[config.mk]
export PLATFORM = sky130hd
export DESIGN_NAME = iso_rx_sequencer_flat
export DESIGN_NICKNAME = d
export VERILOG_FILES = /design/src/rtl/iso_rx_sequencer_pkg.sv /design/src/rtl/iso_rx_sequencer_if.sv /design/src/rtl/iso_rx_sequencer_fifo.sv /design/src/rtl/iso_rx_sequencer.sv /design/src/flat_wrapper.sv
export SDC_FILE = /design/constraint.sdc
export NUM_CORES = 1
export LEC_CHECK = 0
export ABC_CLOCK_PERIOD_IN_PS = 2380
export CORE_MARGIN = 5
export CORE_UTILIZATION = 35
export DETAILED_ROUTE_END_ITERATION = 10
export GPL_TIMING_DRIVEN = 0
export SLEW_MARGIN = 20
export SYNTH_ARGS = -nofsm -noshare
export SYNTH_HDL_FRONTEND = slang
export SYNTH_SLANG_ARGS = --single-unit
[constraint.sdc]
create_clock -name clk -period 2.38 [get_ports clk]
set_clock_uncertainty 0.05 [all_clocks]
set_input_delay 0.357 -clock clk [delete_from_list [all_inputs] [get_ports clk]]
set_output_delay 0.357 -clock clk [all_outputs]
set_load 0.01 [all_outputs]
[src/rtl/iso_rx_sequencer_pkg.sv]
// rtl/iso_rx_sequencer_pkg.sv - shared state encodings and constants for the ISO7816 receive sequencer
package iso_rx_sequencer_pkg;

  typedef enum logic [1:0] {
    DISABLED  = 2'b00,
    IDLE_WAIT = 2'b01,
    RECEIVING = 2'b11,
    RECOVER   = 2'b10
  } rxState_t;

  localparam int DEFAULT_CLOCK_PER_BIT_WIDTH = 13;
  localparam logic [7:0] ERR_COUNT_MAX = 8'hFF;

  // Saturating increment for the error counter.
  function automatic logic [7:0] errCountInc(input logic [7:0] value);
    return (value == ERR_COUNT_MAX) ? ERR_COUNT_MAX : value + 8'd1;
  endfunction

endpackage

[src/rtl/iso_rx_sequencer_if.sv]
// rtl/iso_rx_sequencer_if.sv - signals between the sequencer and the ISO7816 receiver core
interface iso_rx_sequencer_if
  import iso_rx_sequencer_pkg::*;
#(
  parameter int CLOCK_PER_BIT_WIDTH = DEFAULT_CLOCK_PER_BIT_WIDTH
);
  logic [7:0]                     rxData;
  logic                           rxDataReady;
  logic                           rxFrameError;
  logic                           rxOverrun;
  logic                           rxRun;
  logic                           rxStartBit;
  logic                           rxAck;
  logic [CLOCK_PER_BIT_WIDTH-1:0] rxClocksPerBit;
  logic                           rxStopBit2;
  logic                           rxCoreResetN;

  // Sequencer side.
  modport master (
    input  rxData, rxDataReady, rxFrameError, rxOverrun, rxRun, rxStartBit,
    output rxAck, rxClocksPerBit, rxStopBit2, rxCoreResetN
  );

  // Receiver core side.
  modport slave (
    output rxData, rxDataReady, rxFrameError, rxOverrun, rxRun, rxStartBit,
    input  rxAck, rxClocksPerBit, rxStopBit2, rxCoreResetN
  );
endinterface

[src/rtl/iso_rx_sequencer_fifo.sv]
// rtl/iso_rx_sequencer_fifo.sv - synchronous byte FIFO holding received characters
module iso_rx_fifo #(
  parameter int DEPTH = 8,
  localparam int AW = $clog2(DEPTH)
) (
  input  logic        clk,
  input  logic        reset,
  input  logic        wrEn,
  input  logic [7:0]  wrData,
  input  logic        rdEn,
  output logic [7:0]  rdData,
  output logic        full,
  output logic        empty,
  output logic [AW:0] count
);
  logic [7:0]    mem [DEPTH];
  logic [AW-1:0] wrPtr, rdPtr;
  logic          doWrite, doRead;

  // A full FIFO still accepts a write when a read frees the head slot in the same cycle.
  assign doRead  = rdEn && !empty;
  assign doWrite = wrEn && (!full || rdEn);
  assign full    = (count == (AW+1)'(DEPTH));
  assign empty   = (count == '0);
  assign rdData  = empty ? 8'h00 : mem[rdPtr];

  // Storage array; no reset needed since entries are only visible once written.
  always_ff @(posedge clk) begin
    if (doWrite) mem[wrPtr] <= wrData;
  end

  // Pointers wrap naturally because DEPTH is a power of two.
  always_ff @(posedge clk or negedge reset) begin
    if (!reset) begin
      wrPtr <= '0;
      rdPtr <= '0;
      count <= '0;
    end else begin
      if (doWrite) wrPtr <= wrPtr + AW'(1);
      if (doRead)  rdPtr <= rdPtr + AW'(1);
      case ({doWrite, doRead})
        2'b10:   count <= count + (AW+1)'(1);
        2'b01:   count <= count - (AW+1)'(1);
        default: count <= count;
      endcase
    end
  end
endmodule

[src/rtl/iso_rx_sequencer.sv]
// rtl/iso_rx_sequencer.sv - controller for the ISO7816 character receiver core
module iso_rx_sequencer
  import iso_rx_sequencer_pkg::*;
#(
  parameter int CLOCK_PER_BIT_WIDTH = DEFAULT_CLOCK_PER_BIT_WIDTH,
  parameter int FIFO_DEPTH          = 8,
  parameter int WAIT_WIDTH          = 16
) (
  input  logic                           clk,
  input  logic                           reset,
  input  logic                           enable,
  input  logic [CLOCK_PER_BIT_WIDTH-1:0] cfgClocksPerBit,
  input  logic                           cfgStopBit2,
  input  logic [WAIT_WIDTH-1:0]          cfgWaitEtu,
  input  logic                           clearErrors,
  input  logic                           fifoRead,
  output logic [7:0]                     fifoData,
  output logic                           fifoEmpty,
  output logic [$clog2(FIFO_DEPTH):0]    fifoCount,
  output logic                           fifoOverflow,
  output logic                           overrunSticky,
  output logic                           timeoutFlag,
  output logic [7:0]                     errCount,
  output logic                           busy,
  iso_rx_sequencer_if.master             core
);
  rxState_t                       state, nextState;
  logic [CLOCK_PER_BIT_WIDTH-1:0] clocksPerBitQ, clkCnt;
  logic                           stopBit2Q;
  logic [WAIT_WIDTH-1:0]          waitEtuQ, etuCnt;
  logic                           recoverDone, rxAckQ, coreResetNQ;
  logic                           active, flagEvent, frameErrEvent, fifoWrite, fifoFull;
  logic                           overflowEvent, overrunEvent, etuWrap, cwtFrozen, timeoutEvent;

  assign active        = (state == IDLE_WAIT) || (state == RECEIVING);
  // The registered ack blocks a second acknowledge of the same flag.
  assign flagEvent     = active && (core.rxDataReady || core.rxFrameError) && !rxAckQ;
  assign frameErrEvent = flagEvent && core.rxFrameError;
  assign fifoWrite     = flagEvent && core.rxDataReady && !core.rxFrameError;
  assign overflowEvent = fifoWrite && fifoFull && !fifoRead;
  assign overrunEvent  = active && core.rxOverrun;
  assign etuWrap       = (clkCnt == clocksPerBitQ);
  // Once the CWT is reached the counters stay put, so a cleared timeout cannot re-fire.
  assign cwtFrozen     = (waitEtuQ != '0) && (etuCnt == waitEtuQ);
  assign timeoutEvent  = (state == IDLE_WAIT) && (nextState == IDLE_WAIT) && !cwtFrozen && etuWrap
                         && (waitEtuQ != '0) && ((etuCnt + WAIT_WIDTH'(1)) == waitEtuQ);

  assign busy                = core.rxStartBit || core.rxRun;
  assign core.rxAck          = rxAckQ;
  assign core.rxClocksPerBit = clocksPerBitQ;
  assign core.rxStopBit2     = stopBit2Q;
  assign core.rxCoreResetN   = coreResetNQ;

  iso_rx_fifo #(.DEPTH(FIFO_DEPTH)) fifo (
    .clk(clk), .reset(reset), .wrEn(fifoWrite), .wrData(core.rxData), .rdEn(fifoRead),
    .rdData(fifoData), .full(fifoFull), .empty(fifoEmpty), .count(fifoCount)
  );

  // Next-state selection; dropping enable wins over everything else.
  always_comb begin
    nextState = state;
    case (state)
      DISABLED:  if (enable) nextState = IDLE_WAIT;
      IDLE_WAIT: if (overrunEvent) nextState = RECOVER;
                 else if (core.rxStartBit) nextState = RECEIVING;
      RECEIVING: if (overrunEvent) nextState = RECOVER;
                 else if (!core.rxStartBit && !core.rxRun) nextState = IDLE_WAIT;
      RECOVER:   if (recoverDone) nextState = IDLE_WAIT;
      default:   nextState = DISABLED;
    endcase
    if (!enable) nextState = DISABLED;
  end

  // State register, configuration latch, core handshake and core reset pulse.
  always_ff @(posedge clk or negedge reset) begin
    if (!reset) begin
      state         <= DISABLED;
      clocksPerBitQ <= '0;
      stopBit2Q     <= 1'b0;
      waitEtuQ      <= '0;
      recoverDone   <= 1'b0;
      rxAckQ        <= 1'b0;
      coreResetNQ   <= 1'b1;
    end else begin
      state <= nextState;
      if (state == DISABLED && enable) begin
        clocksPerBitQ <= cfgClocksPerBit;
        stopBit2Q     <= cfgStopBit2;
        waitEtuQ      <= cfgWaitEtu;
      end
      recoverDone <= (state == RECOVER);
      rxAckQ      <= flagEvent;
      coreResetNQ <= (nextState != RECOVER);
    end
  end

  // CWT counters: run only while idling, cleared on entry to IDLE_WAIT or RECEIVING, else held.
  always_ff @(posedge clk or negedge reset) begin
    if (!reset) begin
      clkCnt <= '0;
      etuCnt <= '0;
    end else if (state == IDLE_WAIT && nextState == IDLE_WAIT) begin
      if (!cwtFrozen) begin
        if (etuWrap) begin
          clkCnt <= '0;
          etuCnt <= etuCnt + WAIT_WIDTH'(1);
        end else begin
          clkCnt <= clkCnt + CLOCK_PER_BIT_WIDTH'(1);
        end
      end
    end else if (nextState == IDLE_WAIT || nextState == RECEIVING) begin
      clkCnt <= '0;
      etuCnt <= '0;
    end
  end

  // Sticky flags and error counter; a same-cycle event beats clearErrors.
  always_ff @(posedge clk or negedge reset) begin
    if (!reset) begin
      fifoOverflow  <= 1'b0;
      overrunSticky <= 1'b0;
      timeoutFlag   <= 1'b0;
      errCount      <= 8'h00;
    end else begin
      if (overflowEvent)    fifoOverflow <= 1'b1;
      else if (clearErrors) fifoOverflow <= 1'b0;
      if (overrunEvent)     overrunSticky <= 1'b1;
      else if (clearErrors) overrunSticky <= 1'b0;
      if (timeoutEvent)     timeoutFlag <= 1'b1;
      else if (clearErrors) timeoutFlag <= 1'b0;
      if (frameErrEvent)    errCount <= clearErrors ? 8'd1 : errCountInc(errCount);
      else if (clearErrors) errCount <= 8'h00;
    end
  end
endmodule

[src/flat_wrapper.sv]
// flat-port wrapper written by rule: the top's interface ports become plain ports
module iso_rx_sequencer_flat import iso_rx_sequencer_pkg::*;
#(
  parameter int CLOCK_PER_BIT_WIDTH = DEFAULT_CLOCK_PER_BIT_WIDTH,
  parameter int FIFO_DEPTH          = 8,
  parameter int WAIT_WIDTH          = 16
)
  (clk, reset, enable, cfgClocksPerBit, cfgStopBit2, cfgWaitEtu, clearErrors, fifoRead, fifoData, fifoEmpty, fifoCount, fifoOverflow, overrunSticky, timeoutFlag, errCount, busy, core_rxData, core_rxDataReady, core_rxFrameError, core_rxOverrun, core_rxRun, core_rxStartBit, core_rxAck, core_rxClocksPerBit, core_rxStopBit2, core_rxCoreResetN);
  iso_rx_sequencer_if #(.CLOCK_PER_BIT_WIDTH(CLOCK_PER_BIT_WIDTH)) core_i ();
  input  logic clk;
  input  logic reset;
  input  logic enable;
  input  logic [CLOCK_PER_BIT_WIDTH-1:0] cfgClocksPerBit;
  input  logic cfgStopBit2;
  input  logic [WAIT_WIDTH-1:0] cfgWaitEtu;
  input  logic clearErrors;
  input  logic fifoRead;
  output logic [7:0] fifoData;
  output logic fifoEmpty;
  output logic [$clog2(FIFO_DEPTH):0] fifoCount;
  output logic fifoOverflow;
  output logic overrunSticky;
  output logic timeoutFlag;
  output logic [7:0] errCount;
  output logic busy;
  input wire logic [$bits(core_i.rxData)-1:0] core_rxData;
  input wire logic [$bits(core_i.rxDataReady)-1:0] core_rxDataReady;
  input wire logic [$bits(core_i.rxFrameError)-1:0] core_rxFrameError;
  input wire logic [$bits(core_i.rxOverrun)-1:0] core_rxOverrun;
  input wire logic [$bits(core_i.rxRun)-1:0] core_rxRun;
  input wire logic [$bits(core_i.rxStartBit)-1:0] core_rxStartBit;
  output wire logic [$bits(core_i.rxAck)-1:0] core_rxAck;
  output wire logic [$bits(core_i.rxClocksPerBit)-1:0] core_rxClocksPerBit;
  output wire logic [$bits(core_i.rxStopBit2)-1:0] core_rxStopBit2;
  output wire logic [$bits(core_i.rxCoreResetN)-1:0] core_rxCoreResetN;
  assign core_i.rxData = core_rxData;
  assign core_i.rxDataReady = core_rxDataReady;
  assign core_i.rxFrameError = core_rxFrameError;
  assign core_i.rxOverrun = core_rxOverrun;
  assign core_i.rxRun = core_rxRun;
  assign core_i.rxStartBit = core_rxStartBit;
  assign core_rxAck = core_i.rxAck;
  assign core_rxClocksPerBit = core_i.rxClocksPerBit;
  assign core_rxStopBit2 = core_i.rxStopBit2;
  assign core_rxCoreResetN = core_i.rxCoreResetN;
  iso_rx_sequencer #(.CLOCK_PER_BIT_WIDTH(CLOCK_PER_BIT_WIDTH), .FIFO_DEPTH(FIFO_DEPTH), .WAIT_WIDTH(WAIT_WIDTH)) u_core (.clk(clk), .reset(reset), .enable(enable), .cfgClocksPerBit(cfgClocksPerBit), .cfgStopBit2(cfgStopBit2), .cfgWaitEtu(cfgWaitEtu), .clearErrors(clearErrors), .fifoRead(fifoRead), .fifoData(fifoData), .fifoEmpty(fifoEmpty), .fifoCount(fifoCount), .fifoOverflow(fifoOverflow), .overrunSticky(overrunSticky), .timeoutFlag(timeoutFlag), .errCount(errCount), .busy(busy), .core(core_i));
endmodule
==> key figures, run 1 <==
Status
  • Status: finished, violations left
  • Failing checks: setup timing

Logic synthesis
  • Post-Synth Adder-Cell Area: 0.0167
  • Post-Synth Simple-Gate Area: 0.155
  • Post-synth EDFFs: 64
  • Synth Area in Compound Gates: 0.0692
  • Yosys warns: 0
  • Synth Area in XOR/XNOR: 0.0547
  • Mean post-synth cell area: 12.2 um2
  • Cells after Synth: 588
  • Synth Flop Type: dfrtp_1
  • Synth Register Bits: 149
  • FFs w/ async S/R, synth: 0.570
  • Post-synthesis sequential area ratio: 0.563
  • Synth unique cells: 58
  • Main combinational cell family by area after synthesis: simple AND/OR/NAND/NOR gates
  • Synth Cell Area: 7200 um2
  • Mux share of post-synthesis cell area: 0.114
  • Synthesized Nets: 645

GRT
  • Vias in the first global route: 5290
  • First-pass GRT wire length: 28.4 mm
  • Initial antenna violation count: 0
  • Total gr overflow: 0
  • Largest net degree at the start of global routing: 54
  • All-layer global routing usage: 0.150

Floorplanning
  • Initial Utilization: 0.356
  • Site row count: 52
  • Die Y: 153 um
  • Io pins: 89
  • Die Area: 23500 um2
  • Die Width: 153 um
  • Core ar.: 20200 um2

Drt
  • Post-DR wirelength/cell: 17.4 um
  • DR iter-0 viols: 278
  • Via count: 5159
  • WL final: 17.4 mm
  • Antenna-violating nets left: 0
  • Drt first pass iters: 5
  • # DRC: 0
  • Via density: 5.17

Hold path
  • Hold Path Class: in2async

Placed design
  • Port Buffers: 88
  • Place WS: -0.573 ns
  • Post-placement cell count: 949
  • GPL Wtd Cong: 0.885
  • HPWL Detailed: 12.5 mm
  • Post-DP Area: 8490 um2

Timing
  • Final hold vios: 0
  • Total setup violations reported at the end of the flow: 6
  • Slew headroom: 0.475
  • Setup ws final: -0.0800 ns
  • Worst-margin pin slew: 0.788 ns
  • Fmax: 407 MHz
  • Fin. max-slew vios: 0
  • RSZ-0062 raised after global routing: yes
  • Fin crit share: 1.03
  • Tmin final: 2.46 ns

Worst setup path
  • Worst R2R Setup Slack: 0.08 ns
  • Critical path arrival: 2.05 ns
  • CP max FO: 5
  • Crit path required time: 1.97 ns
  • Critical path class: reg2out
  • Critical Path Source Type: flop
  • Setup crit end kind: output pin

Cells and area
  • Synthesis-to-finish area growth: 31.0%
  • Layout cell share with drive strength beyond 1: 0.234
  • Final instance area: 9430 um2
  • N_diodes: 0
  • Fin cells: 997
  • Final Util: 0.466
  • Fin nets: 771
  • Fillcell total: 1762

Clock network
  • CTS Buf Count: 17
  • H-tree levels: 4
  • Clk Latency, worst-skew pair: 0.43 ns
  • CTS Sinks: 149
  • CTS clk-pin slew, worst paths: 0.07 ns
  • CTS tree: done
  • Root Driver: clkbuf_16
  • Clock Path Buffers: 2

Run
  • Max Cap Violations: 0

Power
  • Leakage power: 3.65 nW
  • Largest vdd supply drop: 480 uV
  • Total power: 8.31 mW
  • Power per cell area: 880 nW/um2
registers in the layout, summed over array words and instances, names as in the netlist, 4 cells and up:
register,cells
u_core.fifo.count,4
u_core.waitEtuQ,16
u_core.errCount,8
u_core.etuCnt,16
u_core.core.rxClocksPerBit,13
u_core.fifo.mem,64
u_core.clkCnt,13
worst paths after layout:
kind / cells after the start / end / startpoint
worst max-delay path: 7 / fifoData[3] / u_core.fifo.rdPtr[0]
worst min-delay path: 2 / u_core.etuCnt[1] / reset
worst max register to register: 8 / u_core.etuCnt[15] / u_core.waitEtuQ[1]
worst min register to register: 1 / u_core.core.rxStopBit2 / u_core.core.rxStopBit2
max in group asynchronous: 3 / u_core.etuCnt[11] / reset
min in group clk: 1 / u_core.core.rxStopBit2 / u_core.core.rxStopBit2
timing repair:
action | 4_1_cts | 5_1_grt
gates cloned | 1 | 0
gates resized for setup | 60 | 30
endpoints found under the setup margin | 84 | 83
hold buffers | 1 | 0
buffers inserted | 10 | 6
endpoints found under the hold margin | 31 | 0
pin swaps | 1 | 9
synth_stat cells (4+ instances only):
cell type,number,area share
nor3_1,17,0.012
a21oi_1,12,0.0083
nand2_1,48,0.025
and4_1,4,0.0049
xor2_1,25,0.030
a21o_1,7,0.0073
xnor2_1,20,0.024
mux2i_1,9,0.013
nor4_1,14,0.012
dfrtp_1,84,0.29
mux2_2,33,0.052
nand3_1,21,0.015
nand2b_1,5,0.0043
a221o_1,11,0.015
nor2b_1,7,0.0061
o21ai_0,14,0.0097
clkbuf_1,6,0.0031
and3_1,8,0.0070
nand4_1,14,0.012
ha_1,8,0.014
buf_1,5,0.0026
inv_1,13,0.0068
a22o_1,7,0.0085
nor2_1,47,0.025
edfxtp_1,64,0.27
mux4_2,16,0.050
buf_2,14,0.0097
critical path, stage by stage (launching register included):
cell     delay [ns]
dfrtp_1        0.40
buf_8          0.15
buf_12         0.12
buf_6          0.08
mux4_2         0.48
mux2i_1        0.18
nor2_1         0.07
buf_2          0.14
cell type report:
cell class / instances / area (um2) / area share
Buffer: 29 / 196 / 0.0208
Clock buffer: 17 / 425 / 0.0451
Clock inverter: 15 / 184 / 0.0195
Inverter: 13 / 48.8 / 0.00517
Multi-Input combinational cell: 397 / 3130 / 0.331
Sequential cell: 149 / 4060 / 0.430
Tap cell: 270 / 338 / 0.0358
Timing Repair Buffer: 107 / 1060 / 0.112
cell usage in the layout (no fill, tap or decap), types with 4 or more instances in the layout:
| cell | n |
|---|---|
| xor2_1 | 24 |
| xnor2_1 | 19 |
| nand4_1 | 14 |
| clkbuf_16 | 17 |
| nor2_1 | 39 |
| a22o_1 | 7 |
| ha_1 | 6 |
| dfrtp_2 | 5 |
| buf_1 | 4 |
| clkinv_8 | 5 |
| nor2_2 | 8 |
| mux4_2 | 16 |
| mux2i_1 | 9 |
| edfxtp_1 | 64 |
| mux2_2 | 33 |
| buf_2 | 17 |
| nand2_1 | 48 |
| and4_1 | 4 |
| nor4_2 | 5 |
| inv_8 | 7 |
| nor3_1 | 14 |
| buf_6 | 4 |
| buf_4 | 17 |
| buf_12 | 4 |
| clkbuf_1 | 4 |
| dfrtp_1 | 79 |
| o21ai_0 | 14 |
| a221o_1 | 11 |
| a21oi_1 | 10 |
| nand3_1 | 19 |
| inv_1 | 13 |
| nor2b_1 | 5 |
| and3_1 | 8 |
| nor4_1 | 8 |
| nand2b_1 | 4 |
| clkdlybuf4s50_1 | 78 |
| a21o_1 | 7 |
cells by family after synthesis:
kind of cell               count (synthesis)
AOI/OAI and AO/OA                         70
xor gates and xnor gates                  45
adders and majority gates                  9
buffers and inverters                     42
DFF                                      149
muxes                                     58
and+or+nand+nor                          215
metrics by stage:
step	setup TNS, ns	hold slack, ns
floorplan	0	0.0114
global placement	-238.79	0.441
detailed placement	-36.91	0.298
CTS	-0.247	0.370
global route	-1.03	0.406
finish	-0.269	0.364
routing by layer:
metal | up-vias | wire length [um] | track usage
met3 | 13 | 858 | 0.0390
li1 | 2455 | - | -
met1 | 2558 | 7900 | 0.199
met2 | 133 | 8450 | 0.248
met5 | - | 0 | 0
met4 | 0 | 155 | 0.0370
where the power goes:
part           switching (mW)  internal (mW)  leakage [nW]
logic                    1.06           1.34          1.70
clock network            1.26           1.43         0.291
registers               0.296           2.93          1.66
(Power assumes the default switching activity.)
==> inputs of run 2 (changes only) <==
--- a/config.mk
+++ b/config.mk
@@ -12,2 +12,3 @@
 export GPL_TIMING_DRIVEN = 0
+export REMOVE_ABC_BUFFERS = 1
 export SLEW_MARGIN = 20
--- a/constraint.sdc
+++ b/constraint.sdc
@@ -4,2 +4,2 @@
 set_output_delay 0.357 -clock clk [all_outputs]
-set_load 0.01 [all_outputs]
+set_load 0.1 [all_outputs]
==> key figures, run 2 (synthesis results as in run 1) <==
Clock network
  • Clock Path Buffers: 2 (unchanged)
  • CTS tree: done (unchanged)
  • CTS Sinks: 149 (unchanged)
  • H-tree levels: 4 (unchanged)
  • Clk Latency, worst-skew pair: 0.42 ns (was 0.43 ns)
  • CTS clk-pin slew, worst paths: 0.07 ns (about the same)
  • Root Driver: clkbuf_16 (unchanged)
  • CTS Buf Count: 17 (unchanged)

Floorplanning
  • Core ar.: 20200 um2 (unchanged)
  • Die Y: 153 um (unchanged)
  • Initial Utilization: 0.356 (unchanged)
  • Site row count: 52 (unchanged)
  • Io pins: 89 (unchanged)
  • Die Width: 153 um (unchanged)
  • Die Area: 23500 um2 (unchanged)

Cells and area
  • Most frequent cells in the layout: 71 x dfrtp_1, 64 x edfxtp_1, 48 x clkdlybuf4s50_1 (was 79 x dfrtp_1, 78 x clkdlybuf4s50_1, 64 x edfxtp_1)
  • Multi-input logic area: 3210 um2 (was 3130 um2)
  • Fin nets: 744 (was 771)
  • Layout cell share with drive strength beyond 1: 0.240 (was 0.234)
  • Final Util: 0.462 (was 0.466)
  • Synthesis-to-finish area growth: 29.9% (was 31.0%)
  • Register area: 4070 um2 (was 4060 um2)
  • N_diodes: 0 (unchanged)
  • Top Registers: u_core.fifo.mem (64), u_core.etuCnt (16), u_core.waitEtuQ (16) (unchanged)
  • Most flops, register: u_core.fifo.mem (unchanged)
  • Max reg flops: 64 (unchanged)
  • Fillcell total: 1800 (was 1762)
  • Most common cell after layout, fill and taps aside: dfrtp_1 (unchanged)

Power
  • Clock share of power: 0.276 (was 0.323)
  • Largest vdd supply drop: 490 uV (was 480 uV)
  • Sequential Power Share: 0.343 (was 0.388)
  • Psw: 4.12 mW (was 2.61 mW)
  • Power per cell area: 1040 nW/um2 (was 880 nW/um2)
  • Leakage power: 3.63 nW (was 3.65 nW)
  • P_int: 5.59 mW (was 5.69 mW)
  • Switch share: 0.425 (was 0.315)
  • Combinational fraction of design power: 0.381 (was 0.289)
  • Total power: 9.71 mW (was 8.31 mW)

Drt
  • Via density: 5.21 (was 5.17)
  • Antenna-violating nets left: 0 (unchanged)
  • Post-DR wirelength/cell: 17.9 um (was 17.4 um)
  • DR iter-0 viols: 324 (was 278)
  • # DRC: 0 (unchanged)
  • Via count: 5052 (was 5159)
  • Drt first pass iters: 5 (unchanged)
  • WL final: 17.4 mm (about the same)

GRT
  • All-layer global routing usage: 0.149 (was 0.150)
  • Largest net degree at the start of global routing: 46 (was 54)
  • Initial antenna violation count: 0 (unchanged)
  • Total gr overflow: 0 (unchanged)
  • Vias in the first global route: 5186 (was 5290)
  • First-pass GRT wire length: 28.0 mm (was 28.4 mm)

Worst setup path
  • Setup crit end kind: output pin (unchanged)
  • Critical path class: reg2out (unchanged)
  • Critical path arrival: 1.98 ns (was 2.05 ns)
  • Critical Path Source Type: flop (unchanged)
  • CP max FO: 8 (was 5)
  • Crit path required time: 1.97 ns (about the same)
  • R2R depth: 10 (was 8)

Timing
  • Setup ws final: -0.00455 ns (was -0.0800 ns)
  • Fmax: 419 MHz (was 407 MHz)
  • Fin crit share: 1.00 (was 1.03)
  • Fin. max-slew vios: 0 (unchanged)
  • Total setup violations reported at the end of the flow: 1 (was 6)
  • Final hold vios: 0 (unchanged)
  • Slew headroom: 0.347 (was 0.475)
  • Tmin final: 2.38 ns (was 2.46 ns)
  • Worst-margin pin slew: 0.978 ns (was 0.788 ns)
  • RSZ-0062 raised after global routing: yes (unchanged)
  • WHS: 0.418 ns (was 0.364 ns)

Placed design
  • Port Buffers: 88 (unchanged)
  • HPWL Detailed: 11.9 mm (was 12.5 mm)
  • GPL Wtd Cong: 0.914 (was 0.885)

Status
  • Status: finished, violations left (unchanged)
  • Failing checks: setup timing (unchanged)

Hold path
  • Hold Path Class: in2async (unchanged)

Run
  • Max Cap Violations: 0 (unchanged)
## run 2: cell count changes in the layout (fill, tap and decap cells not counted), moves of 4 or more
cell / delta
dfrtp_1: -8
clkbuf_1: -4
buf_1: -4
xor2_1: -7
dfrtp_2: +7
clkdlybuf4s50_1: -30
xor2_2: +7
nor4_1: +4
buf_6: +4
dlygate4sd2_1: +27
buf_2: -17
## run 2: per-layer routing
metal	track usage	up-vias	share of wire
li1	-	2383	-
met2	0.249	118	0.50
met5	0	-	0
met4	0.0538	0	0.022
met3	0.0353	22	0.042
met1	0.189	2529	0.43
## run 2: power by group through the flow
stage,Clock [mW],Sequential (mW),Combinational (mW)
3_5_place_dp,0,3.44,3.43
3_3_place_gp,0,3.41,3.37
6_report,2.68,3.33,3.70
5_1_grt,2.86,3.38,3.89
2_1_floorplan,0,3.99,1.95
4_1_cts,2.74,3.32,3.62
## run 2: path summary, 6_finish.rpt
| check | startpoint | to | slack (ns) |
|---|---|---|---|
| setup / recovery | u_core.fifo.rdPtr[0] | fifoData[5] | -0.005 |
| hold / removal | reset | u_core.etuCnt[15] | 0.42 |
| setup reg to reg | u_core.fifo.count[2] | u_core.fifo.count[3] | 0.09 |
| hold reg to reg | u_core.overrunSticky | u_core.overrunSticky | 0.48 |
| max in group asynchronous | reset | u_core.etuCnt[2] | 1.23 |
| min in group clk | u_core.overrunSticky | u_core.overrunSticky | 0.48 |
## run 2: through the flow
stage                     std cells  setup TNS [ns]  instance area (um2)  worst slack (ns)
final                           970        -0.00455                 9350          -0.00455
after floorplan                 559          -47.35                 7050             -2.43
after global routing            970          -0.337                 9350           -0.0877
after CTS                       964         -0.0391                 9120           -0.0338
after detailed placement        919          -56.96                 8340            -0.907
after global placement          917         -291.30                 8270             -2.25
## run 2: cell type report
type | instances | area share
Inverter | 13 | 0.00522
Multi-Input combinational cell | 398 | 0.343
Clock buffer | 17 | 0.0455
Sequential cell | 149 | 0.435
Timing Repair Buffer | 108 | 0.117
Tap cell | 270 | 0.0361
Clock inverter | 15 | 0.0183
## run 2: repair_timing
action / 4_1_cts / 5_1_grt
hold buffers: 1 / 0
setup buffers: 11 / 6
gates resized for setup: 111 / 40
pin swaps: 3 / 6
cloned: 1 / 0
setup endpoints to repair: 133 / 46
hold endpoints to repair: 39 / 0
## run 2: critical path, stage by stage, from the launching register on
cell     delay, ns
dfrtp_4       0.46
buf_12        0.15
mux4_2        0.50
mux2i_1       0.18
nor2_1        0.08
buf_6         0.19
